### src/rtl/conv_pass_scheduler_pkg.sv
// Shared types and defaults for the convolution pass scheduler.
// Holds the FSM state encoding and the default sizing used by the top and watchdog.
package conv_pass_scheduler_pkg;

    localparam int unsigned DefaultAddrWidth     = 16;
    localparam int unsigned DefaultPassWidth     = 8;
    localparam int unsigned DefaultTimeoutCycles = 4096;

    typedef enum logic [2:0] {
        StIdle   = 3'd0,
        StSetup  = 3'd1,
        StRun    = 3'd2,
        StDrain  = 3'd3,
        StFinish = 3'd4
    } state_e;

    // Counter width for a watchdog that must distinguish TIMEOUT_CYCLES distinct values.
    function automatic int unsigned wd_width(input int unsigned cycles);
        return (cycles > 1) ? $clog2(cycles) : 1;
    endfunction

endpackage

### src/rtl/conv_pass_scheduler_watchdog.sv
// Per-pass watchdog: counts enabled cycles from a clear and flags the cycle on which
// the budget of TIMEOUT_CYCLES is used up.
module conv_pass_scheduler_watchdog
    import conv_pass_scheduler_pkg::*;
#(
    parameter int unsigned TIMEOUT_CYCLES = DefaultTimeoutCycles
) (
    input  logic clk,
    input  logic rstn,
    input  logic clear,
    input  logic enable,
    output logic expired
);

    localparam int unsigned CntWidth = wd_width(TIMEOUT_CYCLES);
    localparam logic [CntWidth-1:0] CntLast = CntWidth'(TIMEOUT_CYCLES - 1);

    logic [CntWidth-1:0] cnt_q;
    logic [CntWidth-1:0] cnt_d;

    assign expired = enable && (cnt_q == CntLast);

    always_comb begin
        cnt_d = cnt_q;
        if (clear) begin
            cnt_d = '0;
        end else if (enable && !expired) begin
            cnt_d = cnt_q + CntWidth'(1);
        end
    end

    always_ff @(posedge clk) begin
        if (!rstn) begin
            cnt_q <= '0;
        end else begin
            cnt_q <= cnt_d;
        end
    end

endmodule

### src/rtl/conv_pass_scheduler.sv
// Multi-pass convolution sequencer: per pass presents buffer bases, holds conv_en until
// the engine finishes, then steps each base by its stride. Busy/done, abort and watchdog.
module conv_pass_scheduler
    import conv_pass_scheduler_pkg::*;
#(
    parameter int unsigned ADDR_WIDTH     = DefaultAddrWidth,
    parameter int unsigned PASS_WIDTH     = DefaultPassWidth,
    parameter int unsigned TIMEOUT_CYCLES = DefaultTimeoutCycles
) (
    input  logic                  clk,
    input  logic                  rstn,
    input  logic                  start,
    input  logic                  abort,
    input  logic [PASS_WIDTH-1:0] num_passes,
    input  logic [ADDR_WIDTH-1:0] in_stride,
    input  logic [ADDR_WIDTH-1:0] w_stride,
    input  logic [ADDR_WIDTH-1:0] r_stride,
    input  logic                  conv_done,
    output logic                  conv_en,
    output logic [ADDR_WIDTH-1:0] in_base,
    output logic [ADDR_WIDTH-1:0] w_base,
    output logic [ADDR_WIDTH-1:0] r_base,
    output logic [PASS_WIDTH-1:0] pass_idx,
    output logic                  busy,
    output logic                  done,
    output logic                  timeout_err
);

    state_e state_q, state_d;

    logic [PASS_WIDTH-1:0] num_q, num_d;
    logic [ADDR_WIDTH-1:0] in_stride_q, in_stride_d;
    logic [ADDR_WIDTH-1:0] w_stride_q, w_stride_d;
    logic [ADDR_WIDTH-1:0] r_stride_q, r_stride_d;
    logic [ADDR_WIDTH-1:0] in_base_q, in_base_d;
    logic [ADDR_WIDTH-1:0] w_base_q, w_base_d;
    logic [ADDR_WIDTH-1:0] r_base_q, r_base_d;
    logic [PASS_WIDTH-1:0] pass_idx_q, pass_idx_d;
    logic                  conv_en_q, conv_en_d;
    logic                  busy_q, busy_d;
    logic                  done_q, done_d;
    logic                  timeout_err_q, timeout_err_d;

    logic wd_expired;
    logic last_pass;

    conv_pass_scheduler_watchdog #(
        .TIMEOUT_CYCLES (TIMEOUT_CYCLES)
    ) u_watchdog (
        .clk     (clk),
        .rstn    (rstn),
        .clear   (state_q != StRun),
        .enable  (state_q == StRun),
        .expired (wd_expired)
    );

    assign last_pass = (pass_idx_q == num_q - PASS_WIDTH'(1));

    always_comb begin
        state_d       = state_q;
        num_d         = num_q;
        in_stride_d   = in_stride_q;
        w_stride_d    = w_stride_q;
        r_stride_d    = r_stride_q;
        in_base_d     = in_base_q;
        w_base_d      = w_base_q;
        r_base_d      = r_base_q;
        pass_idx_d    = pass_idx_q;
        conv_en_d     = conv_en_q;
        busy_d        = busy_q;
        done_d        = 1'b0;
        timeout_err_d = timeout_err_q;

        if (abort) begin
            // Abort beats everything, including a simultaneous start in IDLE.
            state_d   = StIdle;
            conv_en_d = 1'b0;
            busy_d    = 1'b0;
        end else begin
            case (state_q)
                StIdle: begin
                    if (start) begin
                        num_d         = num_passes;
                        in_stride_d   = in_stride;
                        w_stride_d    = w_stride;
                        r_stride_d    = r_stride;
                        in_base_d     = '0;
                        w_base_d      = '0;
                        r_base_d      = '0;
                        pass_idx_d    = '0;
                        timeout_err_d = 1'b0;
                        busy_d        = 1'b1;
                        state_d       = (num_passes == '0) ? StFinish : StSetup;
                    end
                end
                StSetup: begin
                    conv_en_d = 1'b1;
                    state_d   = StRun;
                end
                StRun: begin
                    if (conv_done) begin
                        conv_en_d = 1'b0;
                        state_d   = StDrain;
                    end else if (wd_expired) begin
                        conv_en_d     = 1'b0;
                        timeout_err_d = 1'b1;
                        busy_d        = 1'b0;
                        state_d       = StIdle;
                    end
                end
                StDrain: begin
                    // Level-style engines keep conv_done up until they see conv_en low.
                    if (!conv_done) begin
                        if (last_pass) begin
                            state_d = StFinish;
                        end else begin
                            pass_idx_d = pass_idx_q + PASS_WIDTH'(1);
                            in_base_d  = in_base_q + in_stride_q;
                            w_base_d   = w_base_q + w_stride_q;
                            r_base_d   = r_base_q + r_stride_q;
                            state_d    = StSetup;
                        end
                    end
                end
                StFinish: begin
                    done_d  = 1'b1;
                    busy_d  = 1'b0;
                    state_d = StIdle;
                end
                default: begin
                    state_d   = StIdle;
                    conv_en_d = 1'b0;
                    busy_d    = 1'b0;
                end
            endcase
        end
    end

    always_ff @(posedge clk) begin
        if (!rstn) begin
            state_q       <= StIdle;
            num_q         <= '0;
            in_stride_q   <= '0;
            w_stride_q    <= '0;
            r_stride_q    <= '0;
            in_base_q     <= '0;
            w_base_q      <= '0;
            r_base_q      <= '0;
            pass_idx_q    <= '0;
            conv_en_q     <= 1'b0;
            busy_q        <= 1'b0;
            done_q        <= 1'b0;
            timeout_err_q <= 1'b0;
        end else begin
            state_q       <= state_d;
            num_q         <= num_d;
            in_stride_q   <= in_stride_d;
            w_stride_q    <= w_stride_d;
            r_stride_q    <= r_stride_d;
            in_base_q     <= in_base_d;
            w_base_q      <= w_base_d;
            r_base_q      <= r_base_d;
            pass_idx_q    <= pass_idx_d;
            conv_en_q     <= conv_en_d;
            busy_q        <= busy_d;
            done_q        <= done_d;
            timeout_err_q <= timeout_err_d;
        end
    end

    assign conv_en     = conv_en_q;
    assign in_base     = in_base_q;
    assign w_base      = w_base_q;
    assign r_base      = r_base_q;
    assign pass_idx    = pass_idx_q;
    assign busy        = busy_q;
    assign done        = done_q;
    assign timeout_err = timeout_err_q;

    a_en_only_in_run : assert property (@(posedge clk) disable iff (!rstn)
        conv_en_q == (state_q == StRun));
    a_bases_stable : assert property (@(posedge clk) disable iff (!rstn)
        (conv_en_q && $past(conv_en_q)) |-> ($stable(in_base_q) && $stable(w_base_q)
                                              && $stable(r_base_q)));
    a_done_not_busy : assert property (@(posedge clk) disable iff (!rstn)
        done_q |-> !busy_q);

endmodule

### config.mk
export PLATFORM = sky130hd
export DESIGN_NAME = conv_pass_scheduler
export DESIGN_NICKNAME = d
export VERILOG_FILES = /design/src/rtl/conv_pass_scheduler_pkg.sv /design/src/rtl/conv_pass_scheduler_watchdog.sv /design/src/rtl/conv_pass_scheduler.sv
export SDC_FILE = /design/constraint.sdc
export NUM_CORES = 1
export LEC_CHECK = 0
export ABC_AREA = 1
export BUFFER_PORTS_ARGS = -buffer_cell sky130_fd_sc_hd__buf_2
export CAP_MARGIN = 20
export CORE_MARGIN = 8
export CORE_UTILIZATION = 31
export CTS_CLUSTER_DIAMETER = 60
export CTS_CLUSTER_SIZE = 40
export DETAILED_ROUTE_END_ITERATION = 16
export GPL_ROUTABILITY_DRIVEN = 0
export PLACE_DENSITY_LB_ADDON = 0.15
export RECOVER_POWER = 50
export SETUP_SLACK_MARGIN = 0.15
export SLEW_MARGIN = 20
export SYNTH_ARGS = -nofsm -noshare
export SYNTH_HDL_FRONTEND = slang
export SYNTH_SLANG_ARGS = --single-unit
export TNS_END_PERCENT = 5
### constraint.sdc
create_clock -name clk -period 2.35 [get_ports clk]
set_input_delay 0.3525 -clock clk [delete_from_list [all_inputs] [get_ports clk]]
set_output_delay 0.3525 -clock clk [all_outputs]
set_load 0.01 [all_outputs]
==> summary.txt <==
Run status
  • Result of the run: finished clean

Final layout
  • Antenna Diode Count: 0
  • Area of the multi-input gates: slightly below 5000 sq um
  • Register Area: about 2600 sq um
  • Area Growth Syn to Fin: 18.33%
  • Finished Layout Cells: between 1,500 and 2,000
  • Share of layout cells above drive strength 1: between 10% and 20%
  • Total number of nets in the final design: 1,549
  • Fill cell count: slightly below 3,000

CTS
  • Maximum buffer depth of the clock tree: 2
  • Count of hold buffers inserted by post-cts repair: 0
  • Clock sink total: 131
  • Clk pin slew, worst setup/hold paths: ~0.07 ns
  • Clock buffer count from CTS: 17
  • Clock Tree Root: sky130_fd_sc_hd__clkbuf_16
  • Post-CTS setup buffer count: 0
  • Clock tree from TritonCTS: done
  • Worst skew pair latency: approximately 0.44 ns
  • Maximum level of the CTS H-tree: 4

Setup path
  • Kind of start point of the critical path: register
  • Most repeated library cell on the critical path: sky130_fd_sc_hd__nand2_1
  • Combined buffer and inverter count along the critical path: 0
  • Maximum single-stage delay on the critical path: around 0.39 ns
  • Worst setup path category: reg -> reg
  • Worst-path cell chain: ha_1 -> fa_1 -> nand2_1 -> nand2_1 -> nand3b_1 -> nand2_1 -> nand2_1 -> nand2_1 -> nand2_1 -> nand2_1 -> nor2_1 -> nand3_1 -> a21oi_2
  • Data required time at the worst endpoint: 2.72 ns
  • Critical-path cell with the highest stage delay: sky130_fd_sc_hd__fa_1
  • Data arrival time at the worst-slack endpoint: about 2.4 ns
  • Family of cells with the greatest summed delay on the critical path: simple AND/OR/NAND/NOR gates
  • Max FO, Critical Path: 4
  • Type of element capturing the critical path: register

Flow run
  • Number of maximum-capacitance violations: 0

STA
  • Shortest period the worst path allows: 2.049 ns
  • Post-route clock period utilization: between 80% and 90%
  • Hold_ws: between 0.1 and 0.15 ns
  • Clock Skew: 0.01474 ns
  • Final setup violation count: 0
  • Worst-case headroom to the max-slew limit: 61.11%
  • Maximum clock frequency: between 400 and 500 MHz
  • RSZ-0062 raised after global routing: yes
  • Number of failing hold endpoints at the final stage: 0
  • Fin. max-slew vios: 0
  • Transition time at the pin with the least slew margin: approximately 0.58 ns
  • Total negative slack for setup checks: 0 ns
  • Final critical-path setup slack: 0.3006 ns

Power
  • Post-route total power: ~6.1 mW
  • Sequential power share: 39.5%
  • Switching component of the power: 1.752 mW
  • Proportion of power drawn by the clock network: between 40 and 50%
  • Fraction of power spent switching nets: approximately 29%
  • Combinational group share of total power: between 10% and 20%
  • Leakage Power: roughly 4.8 nW
  • Peak supply drop: ~0.37 mV
  • Pwr Density: slightly above 600 nW/um^2
  • Internal power: around 4.4 mW

Synth
  • Number of instances in the synthesized netlist: around 1,300
  • Cell taking the most area after synthesis: sky130_fd_sc_hd__dfxtp_1
  • Sequential element share of the synthesized area: about a third
  • Number of enable flip-flop cells after synthesis: 0
  • Net count of the mapped netlist: about 1,400
  • Avg Cell Area, Syn: 6.281 sq um
  • Most used DFF post-synth: sky130_fd_sc_hd__dfxtp_1
  • Area share of the largest cell type after synthesis: between 30% and 40%
  • Post-synth cell types: 36
  • Register bit count reported by yosys: ~130
  • Yosys warnings: 0
  • Top cells by area, synth: sky130_fd_sc_hd__dfxtp_1 32%, sky130_fd_sc_hd__nand2_1 16%, sky130_fd_sc_hd__nor2_1 10%
  • Fraction of registers with async set or reset after synthesis: 0%
  • Synth Cell Area: ~8300 sq um

Worst hold path
  • Path type of the worst min-delay path: in -> reg

Drt
  • Number of routed nets with antenna violations: 0
  • Vias per std cell: approximately 4.6
  • Vias: 8,235
  • Detailed-router iteration count before antenna repair: 5
  • Post-detailed-routing wire length: around 25 mm
  • Post-detailed-route wirelength per cell: between 10 and 15 um
  • Drt initial violations: 410
  • Number of DRC violations after detailed routing: 0

Floorplanning
  • Count of standard-cell rows: 60
  • Standard cell core area: 26,650 sq um
  • Starting density of the core: a little under a third
  • Number of top-level pins: 121
  • Height of the die: approximately 180 um
  • Area of the die: around 32,000 sq um
  • DIE WIDTH: approximately 180 um

Place
  • Pre-CTS setup slack: between 0.1 and 0.15 ns
  • Number of cells in the design after placement: about 1,800
  • HPWL after detailed placement: 18.13 mm
  • Port-buffer cells: 120

Global routing
  • Initial antenna violation count: 0
  • Wire length of the first global-routing pass: 40.74 mm
  • GRT Overall Usage: ~15%
  • Largest net degree at the start of global routing: just over 50
  • Total overflow reported by the global router: 0
  • Vias in the first global route: ~8,100
[layout make-up]
cell class | count | area share [%]
clock buffers | 19 | 4.498
clock inverters | 13 | 1.753
inverters | 152 | 5.845
multi-input cells | 996 | 49.95
flip-flops and latches | 131 | 26.65
well taps | 341 | 4.333
repair buffers | 139 | 6.976
[synthesized netlist by cell type, types with 7 or more instances]
| library cell | n |
|---|---|
| sky130_fd_sc_hd__a21oi_2 | 10 |
| sky130_fd_sc_hd__clkbuf_1 | 36 |
| sky130_fd_sc_hd__nand2_2 | 12 |
| sky130_fd_sc_hd__ha_1 | 48 |
| sky130_fd_sc_hd__nor2_1 | 231 |
| sky130_fd_sc_hd__o21ai_0 | 80 |
| sky130_fd_sc_hd__or2_2 | 10 |
| sky130_fd_sc_hd__inv_1 | 144 |
| sky130_fd_sc_hd__nand3_1 | 97 |
| sky130_fd_sc_hd__nand4_1 | 21 |
| sky130_fd_sc_hd__inv_2 | 7 |
| sky130_fd_sc_hd__xor2_1 | 12 |
| sky130_fd_sc_hd__nand3b_1 | 15 |
| sky130_fd_sc_hd__a21oi_1 | 77 |
| sky130_fd_sc_hd__nor3_1 | 9 |
| sky130_fd_sc_hd__dfxtp_1 | 131 |
| sky130_fd_sc_hd__nand2_1 | 345 |
[worst paths after layout]
| path | from | cells past startpoint | endpoint | slack, ns |
|---|---|---|---|---|
| max | in_base[0] | 13 | in_base[14] | 0.30 |
| min reg2reg | timeout_err | 2 | timeout_err | 0.45 |
| min | w_stride[3] | 3 | w_stride_q[3] | 0.14 |
| max reg2reg | in_base[0] | 13 | in_base[14] | 0.30 |
[logic make-up (layout without fill, tap and decap cells)]
kind of cell / after synthesis / after routing / synth area share (%)
and+or+nand+nor: 759 / 759 / 38.58
buffers and inverters: 198 / 323 / 9.412
AOI/OAI and AO/OA: 171 / 171 / 10.98
DFF: 131 / 131 / 31.51
adders and majority gates: 51 / 51 / 7.939
xor gates and xnor gates: 15 / 15 / 1.579
[layout by cell type, fill, tap and decap left out, drive strengths merged]
cell type	Yosys	routed
buf	9	77
xor2	12	12
inv	151	157
o21ai	81	81
nor3b	4	4
a211oi	2	2
dfxtp	131	131
o31ai	1	1
clkbuf	37	81
or2	10	10
a21oi	87	87
nand2	357	357
nand4	21	21
clkinvlp	0	4
and2	4	4
nor3	9	9
ha	48	48
bufinv	0	3
xnor2	3	3
nand3	99	99
and3	2	2
clkinv	1	1
nor4	3	3
nor2	235	235
fa	3	3
nand3b	15	15
[registers in the layout (all words and copies together), names as in the netlist, 3 cells and up]
register / flops
pass_idx: 8
in_base: 16
r_base: 16
u_watchdog.cnt_q: 12
num_q: 8
w_base: 16
in_stride_q: 16
state_q: 3
w_stride_q: 16
r_stride_q: 16
[metrics by stage]
stage | utilization (%) | instance area (sq um)
6_report | 36.95 | 9847
3_3_place_gp | 34.93 | 9309
2_1_floorplan | - | 8322
4_1_cts | 37.25 | 9927
3_5_place_dp | 34.93 | 9309
5_1_grt | 36.95 | 9847
[routing by layer]
metal	GRT usage [%]	up-vias	wire, um
met3	3.468	23	756
li1	-	4452	-
met1	19.52	3646	12270
met4	4.168	0	275
met5	0	-	0
met2	25.58	114	11370
[what timing repair did]
item,in CTS,in global routing
endpoints found under the setup margin,25,52
gates resized for setup,1,5
pin swaps,0,1
[worst reg2reg max path: stages, from the launching register on]
cell and delay [ns]:
sky130_fd_sc_hd__dfxtp_1 0.34, sky130_fd_sc_hd__ha_1 0.24, sky130_fd_sc_hd__fa_1 0.39, sky130_fd_sc_hd__nand2_1 0.12, sky130_fd_sc_hd__nand2_1 0.07, sky130_fd_sc_hd__nand3b_1 0.09
sky130_fd_sc_hd__nand2_1 0.13, sky130_fd_sc_hd__nand2_1 0.13, sky130_fd_sc_hd__nand2_1 0.06, sky130_fd_sc_hd__nand2_1 0.06, sky130_fd_sc_hd__nand2_1 0.04, sky130_fd_sc_hd__nor2_1 0.09
sky130_fd_sc_hd__nand3_1 0.09, sky130_fd_sc_hd__a21oi_2 0.14
[power by group through the flow]
stage	Clock [mW]	Combinational, mW	Sequential (mW)
finish	2.83	0.867	2.42
global route	3.01	0.999	2.43
CTS	2.91	0.890	2.42
detailed placement	0	0.885	2.46
global placement	0	0.881	2.46
floorplan	0	0.608	2.46
(Power assumes the default switching activity.)
